$ cat src/rtl/uart_tx_fifo.sv
// UART 8N1 transmitter fed by a small circular byte FIFO.
// Bytes are popped into the shifter from IDLE and sent LSB first with a registered line output.
module uart_tx_fifo #(
    parameter int unsigned CLK_HZ = 100000000,
    parameter int unsigned BAUD   = 9600,
    parameter int unsigned DEPTH  = 4
) (
    input  logic       i_clk,
    input  logic       i_rst,
    input  logic       i_tx_transmit,
    input  logic [7:0] i_tx_data,
    output logic       o_tx,
    output logic       o_busy,
    output logic       o_full,
    output logic       o_empty,
    output logic       o_overflow
);

    localparam int unsigned DIV = CLK_HZ / BAUD;
    localparam int unsigned TW  = (DIV > 1) ? $clog2(DIV) : 1;
    localparam int unsigned AW  = (DEPTH > 1) ? $clog2(DEPTH) : 1;
    localparam int unsigned CW  = AW + 1;

    localparam logic [TW-1:0] TimerLast = TW'(DIV - 1);
    localparam logic [CW-1:0] CountFull = CW'(DEPTH);

    typedef enum logic [1:0] {StIdle, StStart, StData, StStop} state_e;

    state_e         state_q, state_d;
    logic [TW-1:0]  timer_q, timer_d;
    logic [2:0]     idx_q, idx_d;
    logic [7:0]     shift_q, shift_d;
    logic           tx_q, tx_d;
    logic           ovf_q, ovf_d;

    logic [7:0]     mem_q [DEPTH];
    logic [AW-1:0]  wr_ptr_q, wr_ptr_d;
    logic [AW-1:0]  rd_ptr_q, rd_ptr_d;
    logic [CW-1:0]  count_q, count_d;

    logic full, empty, pop, push_ok, drop, timer_done;

    assign full       = (count_q == CountFull);
    assign empty      = (count_q == '0);
    assign timer_done = (timer_q == TimerLast);

    // Pop decision uses the registered count, so a push into an empty FIFO is seen a cycle later.
    assign pop     = (state_q == StIdle) && !empty;
    assign push_ok = i_tx_transmit && (!full || pop);
    assign drop    = i_tx_transmit && full && !pop;

    always_comb begin
        wr_ptr_d = wr_ptr_q;
        rd_ptr_d = rd_ptr_q;
        count_d  = count_q;
        ovf_d    = ovf_q | drop;
        if (push_ok) begin
            wr_ptr_d = wr_ptr_q + AW'(1);
        end
        if (pop) begin
            rd_ptr_d = rd_ptr_q + AW'(1);
        end
        if (push_ok && !pop) begin
            count_d = count_q + CW'(1);
        end else if (!push_ok && pop) begin
            count_d = count_q - CW'(1);
        end
    end

    always_comb begin
        state_d = state_q;
        timer_d = timer_q;
        idx_d   = idx_q;
        shift_d = shift_q;
        tx_d    = 1'b1;

        case (state_q)
            StIdle: begin
                if (pop) begin
                    shift_d = mem_q[rd_ptr_q];
                    timer_d = '0;
                    state_d = StStart;
                end
            end
            StStart: begin
                if (timer_done) begin
                    timer_d = '0;
                    idx_d   = 3'd0;
                    state_d = StData;
                end else begin
                    timer_d = timer_q + TW'(1);
                end
            end
            StData: begin
                if (timer_done) begin
                    timer_d = '0;
                    if (idx_q == 3'd7) begin
                        state_d = StStop;
                    end else begin
                        idx_d = idx_q + 3'd1;
                    end
                end else begin
                    timer_d = timer_q + TW'(1);
                end
            end
            StStop: begin
                if (timer_done) begin
                    timer_d = '0;
                    state_d = StIdle;
                end else begin
                    timer_d = timer_q + TW'(1);
                end
            end
            default: state_d = StIdle;
        endcase

        // Line level is derived from the next state so the register lines up with the FSM.
        case (state_d)
            StStart: tx_d = 1'b0;
            StData:  tx_d = shift_d[idx_d];
            default: tx_d = 1'b1;
        endcase
    end

    always_ff @(posedge i_clk or posedge i_rst) begin
        if (i_rst) begin
            state_q  <= StIdle;
            timer_q  <= '0;
            idx_q    <= '0;
            shift_q  <= '0;
            tx_q     <= 1'b1;
            ovf_q    <= 1'b0;
            wr_ptr_q <= '0;
            rd_ptr_q <= '0;
            count_q  <= '0;
        end else begin
            state_q  <= state_d;
            timer_q  <= timer_d;
            idx_q    <= idx_d;
            shift_q  <= shift_d;
            tx_q     <= tx_d;
            ovf_q    <= ovf_d;
            wr_ptr_q <= wr_ptr_d;
            rd_ptr_q <= rd_ptr_d;
            count_q  <= count_d;
        end
    end

    always_ff @(posedge i_clk) begin
        if (push_ok) begin
            mem_q[wr_ptr_q] <= i_tx_data;
        end
    end

    assign o_tx       = tx_q;
    assign o_busy     = (state_q != StIdle);
    assign o_full     = full;
    assign o_empty    = empty;
    assign o_overflow = ovf_q;

endmodule

$ cat config.mk
export PLATFORM = sky130hd
export DESIGN_NAME = uart_tx_fifo
export DESIGN_NICKNAME = d
export VERILOG_FILES = /design/src/rtl/uart_tx_fifo.sv
export SDC_FILE = /design/constraint.sdc
export NUM_CORES = 1
export LEC_CHECK = 0
export BUFFER_PORTS_ARGS = -buffer_cell sky130_fd_sc_hd__buf_2
export CAP_MARGIN = 20
export CORE_ASPECT_RATIO = 1.5
export CORE_MARGIN = 5
export CORE_UTILIZATION = 45
export CTS_BUF_LIST = sky130_fd_sc_hd__clkbuf_2
export DETAILED_ROUTE_END_ITERATION = 8
export HOLD_SLACK_MARGIN = 0.08
export PLACE_DENSITY = 0.61
export SYNTH_ARGS = -nofsm -noshare
export SYNTH_HDL_FRONTEND = slang
export SYNTH_SLANG_ARGS = --single-unit
export TNS_END_PERCENT = 20
$ cat constraint.sdc
create_clock -name i_clk -period 3.3 [get_ports i_clk]
set_clock_uncertainty 0.1 [all_clocks]
set_input_delay 0.33 -clock i_clk [delete_from_list [all_inputs] [get_ports i_clk]]
set_output_delay 0.33 -clock i_clk [all_outputs]
set_load 0.01 [all_outputs]
After elaboration in Yosys (flattened, before gate mapping)
Memory sizes are Yosys's and may differ from the RTL's.
Cells that the tools add are included.
{ "classes": {"addsub": 6, "multipliers": 0, "div_mod_pow": 0, "magnitude_cmp": 1, "n_eq_ne": 9, "shift": 0, "n_mux": 22, "n_bitwise": 1, "reduce_logical": 16} }
{ "op_table": {"columns": ["op", "count"], "rows": [
  ["14-bit two-way mux", 2],
  ["14-bit one-hot mux with 2 select lines", 1],
  ["8-bit two-way mux", 2],
  ["3-bit two-way mux", 5],
  ["14-bit by 1-bit adder with 14-bit output, second input constant", 1],
  ["14-bit == test, second input constant", 1],
  ["2-bit two-way mux", 5],
  ["2-bit one-hot mux with 4 select lines", 1],
  ["3-bit by 1-bit adder with 3-bit output, second input constant", 2],
  ["2-bit == test, second input constant", 3],
  ["3-bit == test, second input constant", 2],
  ["1-bit logical AND", 6],
  ["3-bit one-hot mux with 2 select lines", 1],
  ["2-bit by 1-bit adder with 2-bit output, second input constant", 2],
  ["2-bit by 1-bit == test with 1-bit output, second input constant", 2],
  ["1-bit zero test", 4],
  ["3-bit by 4-bit less-than comparator with 1-bit output, second input constant", 1],
  ["2-bit nonzero test", 2],
  ["1-bit binary-select mux with 3-bit select", 1],
  ["3-bit zero test", 1],
  ["1-bit two-way mux", 3],
  ["3-bit OR reduction", 1],
  ["3-bit by 1-bit subtractor with 3-bit output, second input constant", 1],
  ["2-bit zero test", 1],
  ["other kinds (4)", 4]
]} }
{ "totals": {"reg_bits": 36, "latchBits": 0, "ramBits": 32, "romBits": 0, "in_bits": 11, "out_inout_bits": 5, "word_cells": 65, "memories": 1} }
{ "mem_list": {"columns": ["name", "depth", "width", "rd", "rd_ports_with_merged_regs", "wr", "line", "text"], "rows": [
  ["mem_q", 4, 8, 1, 0, 1, "36", "logic [7:0] mem_q [DEPTH];"]
]} }

Logic depth before layout (Yosys ltp)
{ "depth": {"word_depth": 9, "mapped_depth": 12, "ltp_nobuf": 11} }

Least setup slack after synthesis
Ideal clock, no wire load.
{ "synth_timing": {"path_type": "reg-to-reg", "start": "register count_q[0]", "end": "register count_q[2]", "setup_time_ns": 0.079, "arrival_ns": 2.449, "t_required_ns": 3.121, "setup_slack_ns": 0.672, "path_stages_with_launch": 10, "n_path_buf": 1, "period_less_slack_ns": 2.628, "path_cell_list": "dfrtp_1 -> nor3_1 -> nand2b_1 -> buf_1 -> ha_1 -> inv_1 -> fa_1 -> xor2_1 -> nor2_1 -> xor2_1"} }
{ "synth_between": {"elab_chain_cells": 8, "word_cells_on_any_way": 16, "classes_between": "2 x add/sub; 1 x eq/ne; 2 x mux; 11 x reduce/logical"} }
{ "synth_lines": {"columns": ["item", "line", "text"], "rows": [
  ["start: declaration", "39", "logic [CW-1:0] count_q, count_d;"],
  ["start signal: assignment", "145", "count_q <= count_d;"],
  ["3-bit zero test (*)", "44", "assign empty = (count_q == '0);"],
  ["via o_empty", "15", "output logic o_empty,"],
  ["1-bit zero test (*)", "48", "assign pop = (state_q == StIdle) && !empty;"],
  ["1-bit logical AND (*)", "48", null],
  ["1-bit logical OR", "49", "assign push_ok = i_tx_transmit && (!full || pop);"],
  ["1-bit logical AND", "49", null],
  ["1-bit zero test", "65", "end else if (!push_ok && pop) begin"],
  ["1-bit logical AND", "65", null],
  ["2-bit nonzero test (no source line)", null, null]
]} }
Mark *: on every way through the listed nets, which the timed path passes. The rest lies on a longest branch. The select of a mux whose other input is x is not followed.
A chain may end at the register's enable or synchronous reset.

Worst setup path after layout
{ "layout_timing": {"start": "register timer_q[4]", "end": "register tx_q (netlist: o_tx)"} }
{ "layout_between": {"elab_chain_cells": 6, "word_cells_on_any_way": 13, "classes_between": "3 x eq/ne; 10 x mux"} }
{ "layout_lines": {"columns": ["item", "line", "text"], "rows": [
  ["start: declaration", "30", "logic [TW-1:0] timer_q, timer_d;"],
  ["start signal: assignment", "138", "timer_q <= timer_d;"],
  ["14-bit == test (*)", "45", "assign timer_done = (timer_q == TimerLast);"],
  ["3-bit two-way mux, on equally long branches", "95, 86", null],
  ["3-bit one-hot mux with 2 select lines", "77", "case (state_q)"],
  ["1-bit binary-select mux with 3-bit select", "120", "StData: tx_d = shift_d[idx_d];"],
  ["1-bit two-way mux (implied by the code)", "120", null],
  ["1-bit one-hot mux with 2 select lines (*)", "118", "case (state_d)"],
  ["via tx_d", "33", "logic tx_q, tx_d;"],
  ["end signal: assignment", "141", "tx_q <= tx_d;"],
  ["end: declaration", "33", null]
]} }
Marked as above.

==> impl_results.md <==
- Post-synthesis cell area: 3186 um^2
- Post-synthesis sequential area ratio: 58.48%
- Mean Syn Cell Area: 13.06 um^2
- Synthesized-area fraction occupied by ao, oa, aoi and oai cells: 10.17%
- Clk slew on worst S/H paths: 0.20 ns
- Mapped Cells: 244
- Wire length of the first global-routing pass: 9591 um
- DRC: 0
- Antenna diodes: 0
- Post-DP HPWL: 3935 um
- GP Congestion: 0.7882
- Top cells by area, synth: edfxtp_1 (30%), dfrtp_1 (27%), mux4_2 (5.7%), ha_1 (4.7%), o21ai_0 (4.1%)
- # rows: 37
- FF-to-FF setup slack: 0.53 ns
- Adder-cell share of the synthesized area: 5.342%
- # IOs: 16
- XOR/XNOR Fraction of Synth Area: 1.925%
- Main synth FF type: dfrtp_1
- H-tree levels: 3
- CP Class: reg -> reg
- Critical Path Start Type: flop
- Post-synthesis simple-gate area fraction: 11.31%
- Nets@finish: 300
- Clock root cell: clkbuf_2
- Ratio of cells with drive above 1 in the final layout: 22.42%
- Largest net degree at the start of global routing: 27
- Initial antenna violation count: 0
- Synth-to-layout area growth: 13.31%
- Crit path to: o_tx
- Most common library cells after synthesis: dfrtp_1 (35), edfxtp_1 (32), o21ai_0 (26), nand2_1 (21), ha_1 (12)
- R2r worst-path depth: 8
- Int Pwr: 1918 uW
- IO Port Bufs: 15
- Full die area: 8896 um^2
- Part of the cycle the worst path needs: 83.87%
- Hold Path Class: in -> async
- Critical Path AT: 3.06 ns
- Synthesized net count: 268
- Initial Util: 46.18%
- Vias per inst: 5.407
- Leak pwr: 0.001490 uW
- Max FO, Critical Path: 11
- Worst slew pin tran: 0.7450 ns
- Initial drt markers: 102
- Reg power frac: 44.3%
- Core area: 6898 um^2
- Yosys top cell by area: edfxtp_1
- CTS tree: yes
- Setup_tns: 0 ns
- Vias in the first global route: 2,042
- Fin. max-slew vios: 0
- Num CTS Buffers: 9
- Place WS: 0.5721 ns
- Placed inst area: 3343 um^2
- Tot GR Track Use: 13.93%
- Number of synthesized flops with an enable pin: 32
- Routed vias: 1,941
- Reg2reg start: timer_q[4]
- Count leader, synth: dfrtp_1
- FF-to-FF End: o_tx
- Kind of end point of the critical path: flop
- PwrDens: 804.4 nW/um^2
- Post-route cell area: 3610 um^2
- Fmax: 0.3613 GHz
- Final Setup Violations: 0
- Final Util: 52.33%
- RSZ-0062 raised after global routing: false
- Drt pass-1 iters: 4
- Clock Path Buffers: 2
- CP Launch Point: timer_q[4]
- Largest family of logic cells by synthesized area: simple AND/OR/NAND/NOR gates
- Status: complete, no violations
- Final setup margin: 0.5323 ns
- Clock share of power: 18.8%
- Worst-Skew Late Latency: 0.48 ns
- # Max-Cap Violations: 0
- Detailed Route WL: 5448 um
- CP required: 3.59 ns
- Relative slew slack: 50.15%
- Maximum VDD drop: 392.9 uV
- CTS resizes: 0
- Logic pwr share: 36.9%
- Drt wl/cell: 15.18 um
- Final ANT Viol Nets: 0
- Synth async-reset ratio: 52.94%
- Min cycle time layout: 2.768 ns
- Switching pwr: 985.4 uW
- Die height: 113.0 um
- Hold Violations, Final: 0
- Yosys top cell area share: 30.16%
- Switch share: 33.94%
- Distinct cells, synth: 49
- Clock sinks: 68
- #FFs+latches synth: 68
- Post-synthesis mux area share: 9.937%
- Die X: 78.70 um
- Synth warn: 0
- GR Overflow Total: 0
## state kept, by name, summed over array words and instances, names as in the netlist
signal / cells
o_tx: 1
count_q: 3
rd_ptr_q: 2
wr_ptr_q: 2
idx_q: 3
shift_q: 8
timer_q: 14
o_overflow: 1
state_q: 2
mem_q: 32
## timing repair
item                                   in CTS  in global routing
hold buffers                               10                  0
setup buffers                               0                  0
endpoints found under the hold margin      57                  0
## worst max-delay path, cell delays in order (launching register included)
cell,delay [ns]
dfrtp_1,0.46
or4b_4,0.56
nor4_4,0.29
buf_4,0.22
a21oi_2,0.06
a211o_1,0.37
mux2_4,0.33
o2bb2a_4,0.19
a41oi_2,0.10
## layer usage
| metal | up-vias | part of all wire (%) | global-route usage, % | routed length (um) |
|---|---|---|---|---|
| li1 | 961 | - | - | - |
| met1 | 954 | 42 | 15.70 | 2273 |
| met2 | 18 | 54 | 24.79 | 2946 |
| met3 | 8 | 2.5 | 3.583 | 137 |
| met4 | 0 | 1.7 | 5.601 | 91 |
| met5 | - | 0 | 0 | 0 |
## layout by cell type (no fill, tap or decap), types with 10 or more instances in the layout
master / netlist / final
ha_1: 12 / 12
inv_1: 10 / 10
dfrtp_1: 35 / 35
clkbuf_2: 0 / 10
edfxtp_1: 32 / 32
o21ai_0: 26 / 26
buf_2: 0 / 15
dlygate4sd3_1: 0 / 10
nand2_1: 21 / 21
## kinds of logic (layout without fill, tap and decap cells)
group / Yosys count / after routing
flops: 68 / 68
simple gates: 66 / 66
compound gates: 50 / 50
mux: 20 / 20
buf+inv: 20 / 57
fa+ha+maj: 13 / 13
xor+xnor: 7 / 7
## power by group through the flow
stage               registers (uW)  logic [uW]  clock network [uW]
finish                        1290        1070                 546
detailed placement            1310        1070                   0
global route                  1330        1190                 599
CTS                           1290        1090                 568
global placement              1310        1060                   0
floorplan                     1230         876                   0
## worst min path at each step
stage,from,to,slack [ns],cells past startpoint
after detailed placement,o_overflow,o_overflow,0.34,1
after CTS,o_overflow,o_overflow,0.38,1
after floorplan,i_tx_data[0],mem_q[0][0],0.33,0
after global routing,i_rst,count_q[2],0.30,4
after global placement,o_overflow,o_overflow,0.33,1
final,i_rst,count_q[2],0.35,4
## final cells by class
type,count,area (um^2)
multi-input cells,156,1232
clock buffers,10,50.05
clock inverters,6,88.84
inverters,10,37.54
fillers,565,3288
well taps,78,97.59
repair buffers,31,240.2
flip-flops and latches,68,1863
## metrics by stage
| stage | hold slack (ns) | cells | total power (uW) |
|---|---|---|---|
| 4_1_cts | 0.3840 | 358 | 2952 |
| 3_5_place_dp | 0.3432 | 332 | 2389 |
| 2_1_floorplan | 0.3289 | 244 | 2107 |
| 5_1_grt | 0.2971 | 359 | 3117 |
| 6_report | 0.3506 | 359 | 2904 |
| 3_3_place_gp | 0.3345 | 332 | 2367 |
Note: power is estimated with default switching activity, not from simulation.
